===== src/rtl/ls_pkg.sv =====
// ls_pkg: shared types and helpers for the MEM-stage load/store unit.
//   - access width encodings (W_BYTE, W_HALF, W_WORD; width[1]=1 means word)
//   - FSM state enum
//   - response error codes
//   - registered request struct
//   - nbytes(): access size in bytes for a width code
package ls_pkg;

    localparam logic [1:0] W_BYTE = 2'b00;
    localparam logic [1:0] W_HALF = 2'b01;
    localparam logic [1:0] W_WORD = 2'b10;

    localparam logic [1:0] ERR_OK    = 2'b00;
    localparam logic [1:0] ERR_RANGE = 2'b01;
    localparam logic [1:0] ERR_ALIGN = 2'b10;

    typedef enum logic [1:0] {
        S_IDLE  = 2'd0,
        S_ISSUE = 2'd1,
        S_RESP  = 2'd2
    } state_e;

    typedef struct packed {
        logic        we;
        logic [1:0]  width;
        logic        sign;
        logic [31:0] addr;
        logic [31:0] wdata;
    } ls_req_t;

    // Any width code with bit 1 set is a word access.
    function automatic logic [2:0] nbytes(input logic [1:0] width);
        if (width[1])      return 3'd4;
        else if (width[0]) return 3'd2;
        else               return 3'd1;
    endfunction

endpackage


===== src/rtl/ls_addr_check.sv =====
// ls_addr_check: combinational range / alignment check of a request address
// against the data RAM window [BASE, BASE+LENGTH).
//   addr_i  : full byte address
//   width_i : access width code
//   err_o   : ERR_OK, ERR_RANGE or ERR_ALIGN (range has priority)
// Optional feature macro: ALIGN_CHECK_EN enables the misalignment check;
// without it ERR_ALIGN is never produced.
module ls_addr_check
    import ls_pkg::*;
#(
    parameter logic [31:0] BASE   = 32'h1001_0000,
    parameter int unsigned LENGTH = 1024
) (
    input  logic [31:0] addr_i,
    input  logic [1:0]  width_i,
    output logic [1:0]  err_o
);

    logic [31:0] off;
    logic [32:0] end_excl;
    logic        range_ok;
    logic        align_ok;

    // Subtraction wraps, so addresses below BASE become huge offsets; the
    // end bound is formed in 33 bits so it cannot wrap back into range.
    assign off      = addr_i - BASE;
    assign end_excl = {1'b0, off} + {30'd0, nbytes(width_i)};
    assign range_ok = (end_excl <= 33'(LENGTH));

`ifdef ALIGN_CHECK_EN
    always_comb begin
        align_ok = 1'b1;
        if (width_i[1])      align_ok = (addr_i[1:0] == 2'b00);
        else if (width_i[0]) align_ok = ~addr_i[0];
    end
`else
    assign align_ok = 1'b1;
`endif

    always_comb begin
        err_o = ERR_OK;
        if (!range_ok)      err_o = ERR_RANGE;
        else if (!align_ok) err_o = ERR_ALIGN;
    end

endmodule


===== src/rtl/ls_unit.sv =====
// ls_unit: MEM-stage load/store initiator. Accepts one request at a time,
// range-checks it, drives the data RAM port for exactly one cycle (ISSUE)
// and returns registered load data or a store ack via valid/ready.
// Ports:
//   clk, rst                 : clock, synchronous active-high reset
//   req_*                    : request handshake + payload (tag returned as-is)
//   resp_*                   : response handshake, data, tag, error code
//   mem_*                    : data RAM port, active only in ISSUE
//   mem_rdata                : RAM combinational read data, already extended
// Optional feature macro: ALIGN_CHECK_EN (misaligned half/word -> err 10,
// no RAM access). Default build issues misaligned accesses unchanged.
module ls_unit
    import ls_pkg::*;
#(
    parameter logic [31:0] BASE   = 32'h1001_0000,
    parameter int unsigned LENGTH = 1024,
    parameter int unsigned TAG_W  = 5
) (
    input  logic             clk,
    input  logic             rst,
    input  logic             req_valid,
    output logic             req_ready,
    input  logic             req_we,
    input  logic [1:0]       req_width,
    input  logic             req_sign,
    input  logic [31:0]      req_addr,
    input  logic [31:0]      req_wdata,
    input  logic [TAG_W-1:0] req_tag,
    output logic             resp_valid,
    input  logic             resp_ready,
    output logic [31:0]      resp_data,
    output logic [TAG_W-1:0] resp_tag,
    output logic [1:0]       resp_err,
    output logic             mem_ena,
    output logic             mem_we,
    output logic [31:0]      mem_addr,
    output logic [1:0]       mem_width,
    output logic             mem_sign,
    output logic [31:0]      mem_wdata,
    input  logic [31:0]      mem_rdata
);

    state_e           state_q, state_d;
    ls_req_t          req_q, req_d;
    logic [31:0]      resp_data_q, resp_data_d;
    logic [TAG_W-1:0] resp_tag_q, resp_tag_d;
    logic [1:0]       resp_err_q, resp_err_d;
    logic [1:0]       chk_err;
    logic             issue;

    ls_addr_check #(
        .BASE   (BASE),
        .LENGTH (LENGTH)
    ) u_chk (
        .addr_i  (req_addr),
        .width_i (req_width),
        .err_o   (chk_err)
    );

    always_ff @(posedge clk) begin
        if (rst) state_q <= S_IDLE;
        else     state_q <= state_d;
    end

    always_ff @(posedge clk) begin
        if (rst) begin
            req_q       <= '0;
            resp_data_q <= '0;
            resp_tag_q  <= '0;
            resp_err_q  <= ERR_OK;
        end else begin
            req_q       <= req_d;
            resp_data_q <= resp_data_d;
            resp_tag_q  <= resp_tag_d;
            resp_err_q  <= resp_err_d;
        end
    end

    always_comb begin
        state_d     = state_q;
        req_d       = req_q;
        resp_data_d = resp_data_q;
        resp_tag_d  = resp_tag_q;
        resp_err_d  = resp_err_q;
        case (state_q)
            S_IDLE: begin
                if (req_valid) begin
                    req_d.we    = req_we;
                    req_d.width = req_width;
                    req_d.sign  = req_sign;
                    req_d.addr  = req_addr;
                    req_d.wdata = req_wdata;
                    resp_tag_d  = req_tag;
                    resp_err_d  = chk_err;
                    resp_data_d = '0;
                    // Failed checks skip the RAM and respond next cycle.
                    state_d     = (chk_err == ERR_OK) ? S_ISSUE : S_RESP;
                end
            end
            S_ISSUE: begin
                resp_data_d = req_q.we ? 32'd0 : mem_rdata;
                state_d     = S_RESP;
            end
            S_RESP: begin
                if (resp_ready) state_d = S_IDLE;
            end
            default: state_d = S_IDLE;
        endcase
    end

    assign req_ready  = (state_q == S_IDLE);
    assign resp_valid = (state_q == S_RESP);
    assign resp_data  = resp_data_q;
    assign resp_tag   = resp_tag_q;
    assign resp_err   = resp_err_q;

    // RAM port is a pure decode of registered state: zero outside ISSUE.
    assign issue     = (state_q == S_ISSUE);
    assign mem_ena   = issue;
    assign mem_we    = issue & req_q.we;
    assign mem_addr  = issue ? req_q.addr  : 32'd0;
    assign mem_width = issue ? req_q.width : 2'b00;
    assign mem_sign  = issue & req_q.sign;
    assign mem_wdata = issue ? req_q.wdata : 32'd0;

endmodule

===== config.mk =====
export PLATFORM = sky130hd
export DESIGN_NAME = ls_unit
export DESIGN_NICKNAME = d
export VERILOG_FILES = /design/src/rtl/ls_pkg.sv /design/src/rtl/ls_addr_check.sv /design/src/rtl/ls_unit.sv
export SDC_FILE = /design/constraint.sdc
export NUM_CORES = 1
export LEC_CHECK = 0
export CAP_MARGIN = 30
export CORE_MARGIN = 10
export CORE_UTILIZATION = 28
export CTS_BUF_LIST = sky130_fd_sc_hd__clkbuf_8
export DETAILED_ROUTE_END_ITERATION = 10
export GPL_TIMING_DRIVEN = 0
export PLACE_DENSITY = 0.67
export SYNTH_ARGS = -nofsm -noshare
export SYNTH_HDL_FRONTEND = slang
export SYNTH_SLANG_ARGS = --single-unit

===== constraint.sdc =====
create_clock -name clk -period 3.6 [get_ports clk]
set_clock_uncertainty 0.05 [all_clocks]
set_input_delay 0.72 -clock clk [delete_from_list [all_inputs] [get_ports clk]]
set_output_delay 0.72 -clock clk [all_outputs]
set_load 0.01 [all_outputs]

# After elaboration in Yosys (flattened, before gate mapping)
# Index checks and enable logic that the tools add are counted.
# Widths: inputs -> output; s select.
[totals] regBits=109 in_bits=109 out_inout_bits=110 word_cells=37
[classes] addsub=2 order_cmp=1 eq_ne=4 n_mux=13 bitwise=2 reduce_logical=6
[ops] cell="$mux 32" n=4
[ops] cell="$pmux 32 s2" n=1
[ops] cell="$add 32x3->33" n=1
[ops] cell="$le 33x11->1 const B" n=1
[ops] cell="$sub 32x29->32 const B" n=1
[ops] cell="$mux 2" n=5
[ops] cell="$pmux 2 s3" n=1
[ops] cell="$reduce_and 2->1" n=3
[ops] cell="$logic_not 2->1" n=2
[ops] cell="$mux 3" n=1
[ops] cell="$and 1x1->1" n=2
[ops] cell="$eq 2x1->1 const B" n=1
[ops] cell="$eq 2x2->1 const B" n=1
[ops] cell="$ne 2x1->1 const B" n=1
[ops] cell="$ne 2x2->1 const B" n=1
[ops] cell="$reduce_bool 2->1" n=1
[ops] cell="$mux 1" n=1

# Depth between registers and ports, before layout
# Gate-level depths: netlist of the first run.
[depth] depth_word=9 depth_mapped=13 mapped_depth_nobuf=13

# Hierarchy
# From an unflattened synthesis of the first run, not the netlist that was laid out.
[hier_totals] hier_cells=684 hier_area_um2=6188.4
[by_module_without_submodules] module="ls_unit" instances=1 cells_each=486 area_per_inst_um2=4885.9
[by_module_without_submodules] module="ls_addr_check" instances=1 cells_each=198 area_per_inst_um2=1302.5

# Least setup slack after synthesis of the first run
# Ideal clock, no wire load.
[synth_path] kind="input to register" startpoint="in req_width[1]" endpoint="reg resp_err_q[0] (netlist: resp_err[0])" arrival_ns=3.622 slack_ns=-0.205 cell_stages=13 n_path_buf=0 cell_sequence="nor2_1 > ha_1 > inv_1 > fa_1 > nand2b_1 > a211oi_1 > nand3_1 > nor4_2 > or4b_1 > a2111oi_2 > nand4b_1 > nor3_1 > nor3_1"
[synth_via] elab_chain_cells=4
[synth_lines] item="start, declared" line="ls_unit.sv:24" source="input logic [1:0] req_width,"
[synth_lines] item="$mux 3" line="ls_pkg.sv:33" source="if (width[1]) return 3'd4;"
[synth_lines] item="$add 32x3->33" line="ls_addr_check.sv:27" source="assign end_excl = {1'b0, off} + {30'd0, nbytes(width_i)};"
[synth_lines] item="$le 33x11->1" line="ls_addr_check.sv:28" source="assign range_ok = (end_excl <= 33'(LENGTH));"
[synth_lines] item="$mux 1" line="ls_addr_check.sv:42" source="if (!range_ok) err_o = ERR_RANGE;"
[synth_lines] item="end signal, assigned" line="ls_unit.sv:75" source="resp_err_q <= resp_err_d;"
[synth_lines] item="end, declared" line="ls_unit.sv:47" source="logic [1:0] resp_err_q, resp_err_d;"
# Every way passes these cells.
# A chain may end at the register's enable or synchronous reset.

# Final worst setup path of the first run
# Same ends and word-level chain as after synthesis.

==> impl_metrics.py, run 1 <==
metrics = {
    "status": {
        "status": "finished, final reports clean",
    },
    "place": {
        "dp_slack_ns": -1.09,
        "portBuffers": 207,
        "hpwlAfterDp_mm": 16.1,
        "dpl_cell_area_um2": 8100,
        "dp_cells": 1233,
        "finalWeightedCongestion": 0.840,
    },
    "critical_path": {
        "reg2reg_depth": 6,
        "reg2reg_from": "state_q[0]",
        "critical_path.cell_chain": "buf_12 -> nor2_4 -> ha_4 -> inv_2 -> fa_2 -> nand2b_4 -> a211oi_4 -> nand3_2 -> nor4_4 -> or4b_4 -> a2111oi_4 -> nand4b_1 -> buf_6 -> nor3_4 -> nor3_2",
        "slowest_delay_ns": 0.51,
        "r2r_setup_slack_ns": 1.41,
        "critPathCaptureType": "register",
        "slowest_stage": "or4b_4",
        "critPathBufInv": 3,
        "path_class": "input pin to register",
        "crit_required_ns": 3.80,
        "path_max_fanout": 4,
        "startpoint_type": "input pin",
        "cp_num_cells": 15,
        "critPathArrivalTime_ns": 3.77,
        "critPathLaunch": "req_width[1]",
        "crit_family": "simple AND/OR/NAND/NOR gates",
    },
    "cts": {
        "path_clk_slew_ns": 0.11,
        "cts_tree": "done",
        "root_buffer": "clkbuf_8",
        "clock_sinks": 108,
        "clock_latency_ns": 0.38,
        "cts_buffers": 9,
        "cts_max_path_buffers": 2,
        "cts_hold_buf": 0,
        "ctsHtreeMaxLevel": 3,
    },
    "floorplan": {
        "die_h_um": 162,
        "row_count": 52,
        "dieArea_um2": 26400,
        "initial_core_util": 0.282,
        "die_w_um": 162,
        "core_area_um2": 20100,
        "io-pin-count": 219,
    },
    "synth": {
        "synth_cells": 756,
        "synth_edf_count": 0,
        "synth.avg_cell_area_um2": 7.51,
        "ys_seq_area_frac": 0.381,
        "synth_area_leaders": "dfxtp_1 (38%), nand2_1 (11%), and2_1 (7.8%)",
        "synthArstFlopShare": 0,
        "syn_area_um2": 5680,
        "ys_ff_latch": 108,
        "yosysTopAreaCellShare": 0.381,
        "ys.flop_type": "dfxtp_1",
        "ys_top_cells_by_count": "nand2_1 (164), dfxtp_1 (108), a21oi_1 (82)",
        "synth.most_common_cell": "nand2_1",
        "synth_warnings": 0,
        "synth_top_cell_by_area": "dfxtp_1",
        "synthDistinctLibCells": 59,
        "synth_nets": 870,
    },
    "routing": {
        "wl_mm": 21.3,
        "final_antenna_net_count": 0,
        "wl_per_cell_um": 16.9,
        "drtIter0Drc": 312,
        "num_vias": 6100,
        "drt-pass1-iter-count": 5,
        "drc": 0,
        "vias_per_cell": 4.83,
    },
    "worst_hold_path": {
        "worstHoldStart": "req_q[38]",
        "hp-class": "register to register",
        "min_path_cells": 2,
    },
    "global_route": {
        "track_usage": 0.155,
        "antenna_found_initial": 1,
        "grt_pass1_wl_mm": 33.1,
        "grt-ovfl-total": 0,
        "grt_start_max_net_pins": 20,
        "first_global_vias": 5986,
    },
    "pwr": {
        "ir_worst_vdd_mv": 0.211,
        "p_per_area_nw_per_um2": 286,
        "power_mw": 2.48,
        "power.static_leakage_nw": 3.14,
    },
    "timing": {
        "post-route-period-util": 0.992,
        "max_slew_margin": 0.573,
        "rsz0062_at_grt": "true",
        "tns_ns": 0,
        "fmax_mhz": 280,
        "layout_setup_ws_ns": 0.0302,
        "setup_violations": 0,
        "hold_ws_ns": 0.404,
        "hold_violations": 0,
        "min_period_ns": 3.57,
        "drv_slew": 0,
        "worst_slew_pin_slew_ns": 0.640,
    },
    "layout": {
        "finalNonFillerCells": 1264,
        "diodes": 0,
        "area_growth_pct": 52.8,
        "nets": 1103,
        "finish.utilization": 0.432,
        "drive_above_1_share": 0.0926,
        "finalInstanceArea_um2": 8680,
    },
    "flow_run": {
        "maxCapViolCount": 0,
    },
}
report_power, final:
| group | total (mW) | switching (mW) | internal, mW |
|---|---|---|---|
| registers | 1.27 | 0.0216 | 1.24 |
| logic | 0.471 | 0.252 | 0.219 |
| clock network | 0.740 | 0.475 | 0.265 |
cell usage in the layout, fill, tap and decap left out, drive strengths merged, types with 5 or more instances in the layout:
cell           count
a21oi             82
a22oi             32
a31oi              6
and2              71
buf               28
clkbuf            63
clkdlybuf4s50    194
dfxtp            108
inv               18
mux2i              6
nand2            164
nand2b             6
nand3             11
nand4              9
nor2              53
nor2b              6
nor3              10
nor4               9
o211ai             5
o21ai             10
or3                8
or4                5
xnor2             14
xor2              10
sequential cells by signal (all words and copies together) (netlist names):
| register | cells |
|---|---|
| req_q | 68 |
| resp_data | 32 |
| resp_tag | 5 |
| state_q | 2 |
| resp_err | 1 |
worst paths after layout:
path	end
max	resp_err[0]
min	req_q[38]
max reg2reg	resp_data[24]
min reg2reg	req_q[38]
logic make-up after synthesis:
group,after synthesis,share of synthesized area
other,1,0.000660
DFF,108,0.381
AOI/OAI and AO/OA,161,0.176
muxes,8,0.0145
and+or+nand+nor,373,0.324
buffers and inverters,76,0.0547
adders and majority gates,5,0.0123
xor gates and xnor gates,24,0.0370
area by class of cell:
type                    count  area (um^2)
flip-flops and latches    108         2160
fillers                  2028        11400
multi-input cells         572         3470
clock buffers               9          124
plain buffers              61          277
inverters                  14         52.6
repair buffers            223         2200
clock inverters             7         60.1
well taps                 270          338
tightest hold or removal path, cell delays in order (launching register included):
cell and delay [ns]:
dfxtp_1 0.32, nand2_1 0.05, a21oi_1 0.05
repair_timing:
item | CTS | global route
pin swaps | 13 | 14
endpoints found under the setup margin | 14 | 13
buffers inserted | 9 | 7
gates resized for setup | 61 | 29
routing by layer:
metal | global-route usage | vias to the layer above | part of all wire
met4 | 0.0405 | 2 | 0.013
met3 | 0.0594 | 20 | 0.095
met1 | 0.190 | 2841 | 0.44
met2 | 0.248 | 205 | 0.45
met5 | 0 | - | 0.00042
li1 | - | 3032 | -
Power figures use the tool's default switching activity.
==> run 2: changes to the inputs <==
CAP_MARGIN = unset   (was 30)
==> results of run 2 <==
The final DEF is identical to that of run 1; final timing and power are the same.
==> run 3: changes to the inputs <==
CORE_UTILIZATION = 40   (was 28)
PLACE_DENSITY = 0.84   (was 0.67)
clock period = 4.09 ns   (was 3.6 ns; I/O delays follow)
==> impl_metrics.py, run 3 (same netlist as run 1, synthesis figures left out) <==
metrics = {
    "routing": {
        "drtIter0Drc": 323,
        "drt-pass1-iter-count": 5,
        "drc": 0,
        "wl_per_cell_um": 16.7,
        "final_antenna_net_count": 0,
        "vias_per_cell": 5.18,
        "num_vias": 6031,
        "wl_mm": 19.5,
    },
    "timing": {
        "setup_violations": 0,
        "min_period_ns": 3.90,
        "layout_setup_ws_ns": 0.186,
        "max_slew_margin": 0.494,
        "post-route-period-util": 0.954,
        "worst_slew_pin_slew_ns": 0.753,
        "tns_ns": 0,
        "drv_slew": 0,
        "fmax_mhz": 256,
        "hold_violations": 0,
    },
    "critical_path": {
        "path_class": "input pin to register",
        "slowest_delay_ns": 0.51,
        "slowest_stage": "or4b_4",
        "startpoint_type": "input pin",
        "crit_family": "simple AND/OR/NAND/NOR gates",
        "critical_path.cell_chain": "clkdlybuf4s50_1 -> buf_6 -> inv_1 -> ha_4 -> or3b_4 -> nor4_4 -> nor2_2 -> nor4_4 -> or4b_4 -> a2111oi_4 -> nand4b_1 -> o21bai_1 -> a21oi_1",
        "critPathBufInv": 3,
        "path_common_cell": "nor4_4",
        "r2r_setup_slack_ns": 1.80,
        "critPathArrivalTime_ns": 4.11,
        "critPathCaptureType": "register",
        "path_max_fanout": 10,
        "crit_required_ns": 4.30,
    },
    "cts": {
        "path_clk_slew_ns": 0.10,
        "ctsHtreeMaxLevel": 3,
        "cts_max_path_buffers": 2,
        "cts_buffers": 9,
        "clock_latency_ns": 0.38,
        "root_buffer": "clkbuf_8",
        "cts_tree": "done",
        "clock_sinks": 108,
    },
    "layout": {
        "drive_above_1_share": 0.0610,
        "largest_reg_flops": 68,
        "nets": 1093,
        "finish.utilization": 0.601,
        "most-common-layout-cells": "clkdlybuf4s50_1 (204), nand2_1 (164), dfxtp_1 (108), a21oi_1 (82), and2_1 (71)",
        "final_common_cell": "clkdlybuf4s50_1",
        "finalInstanceArea_um2": 8340,
        "area_growth_pct": 46.9,
        "finalNonFillerCells": 1164,
        "diodes": 0,
        "top_register": "req_q",
    },
    "global_route": {
        "gr-max-usage-layer": "met2",
        "track_usage": 0.193,
        "use_met1": 0.237,
        "grt-ovfl-total": 0,
        "globalRouteMet3Util": 0.0736,
        "first_global_vias": 5848,
        "grt_start_max_net_pins": 20,
        "grt_pass1_wl_mm": 31.1,
        "grtUsageMet2": 0.304,
        "antenna_found_initial": 0,
    },
    "place": {
        "dpl_cell_area_um2": 7980,
        "dp_cells": 1143,
        "dp_slack_ns": -0.850,
        "hpwlAfterDp_mm": 14.9,
        "portBuffers": 207,
        "finalWeightedCongestion": 0.935,
    },
    "status": {
        "status": "finished, final reports clean",
    },
    "floorplan": {
        "die_h_um": 139,
        "die_w_um": 139,
        "row_count": 43,
        "io-pin-count": 219,
        "core_area_um2": 13900,
        "dieArea_um2": 19400,
        "initial_core_util": 0.409,
    },
    "worst_hold_path": {
        "hp-class": "register to register",
    },
    "pwr": {
        "ir_worst_vdd_mv": 0.163,
        "power.static_leakage_nw": 3.00,
        "p_per_area_nw_per_um2": 258,
    },
    "flow_run": {
        "maxCapViolCount": 0,
    },
}
==> run 3: per-stage QoR <==
stage                     power (mW)  hold slack, ns
after floorplan                 1.33           0.382
after global placement          1.50           0.386
after detailed placement        1.51           0.392
after CTS                       2.16           0.406
after global routing            2.25           0.425
final                           2.15           0.403
==> run 3: layout make-up <==
class / instances / area, um^2
plain buffers: 62 / 260
inverters: 14 / 52.6
fillers: 1262 / 5540
well taps: 180 / 225
clock inverters: 6 / 53.8
clock buffers: 10 / 138
multi-input cells: 572 / 3350
repair buffers: 212 / 2100
flip-flops and latches: 108 / 2160
==> run 3: path summary, 6_finish.rpt <==
path | startpoint | end | depth (start not counted)
setup / recovery | req_addr[16] | state_q[1] | 13
hold / removal | req_q[42] | req_q[42] | 2
setup reg to reg | state_q[0] | resp_data[11] | 6
hold reg to reg | req_q[42] | req_q[42] | 2
==> run 3: layer usage <==
layer,routed length (um),part of all wire
met3,1840,0.094
met1,8300,0.43
met4,350,0.018
met5,0,0
met2,8990,0.46
==> run 3: power breakdown <==
part | internal, mW | total (mW) | switching, mW
clock | 0.249 | 0.648 | 0.399
combinational | 0.182 | 0.389 | 0.207
sequential | 1.10 | 1.11 | 0.0192
total | 1.53 | 2.15 | 0.626
==> run 3: timing repair <==
action | in CTS | in global routing
hold buffers | 0 | 0
setup buffers | 1 | 4
cloned | 0 | 0
pin swaps | 3 | 9
setup endpoints to repair | 3 | 3
gates resized for setup | 10 | 25
==> run 3: worst register-to-register path, delay by kind of cell, from the launching register on <==
family | cells | cell delay (ns)
AOI/OAI and AO/OA | 1 | 0.16
buffers and inverters | 2 | 0.64
DFF | 1 | 0.47
and+or+nand+nor | 3 | 0.90
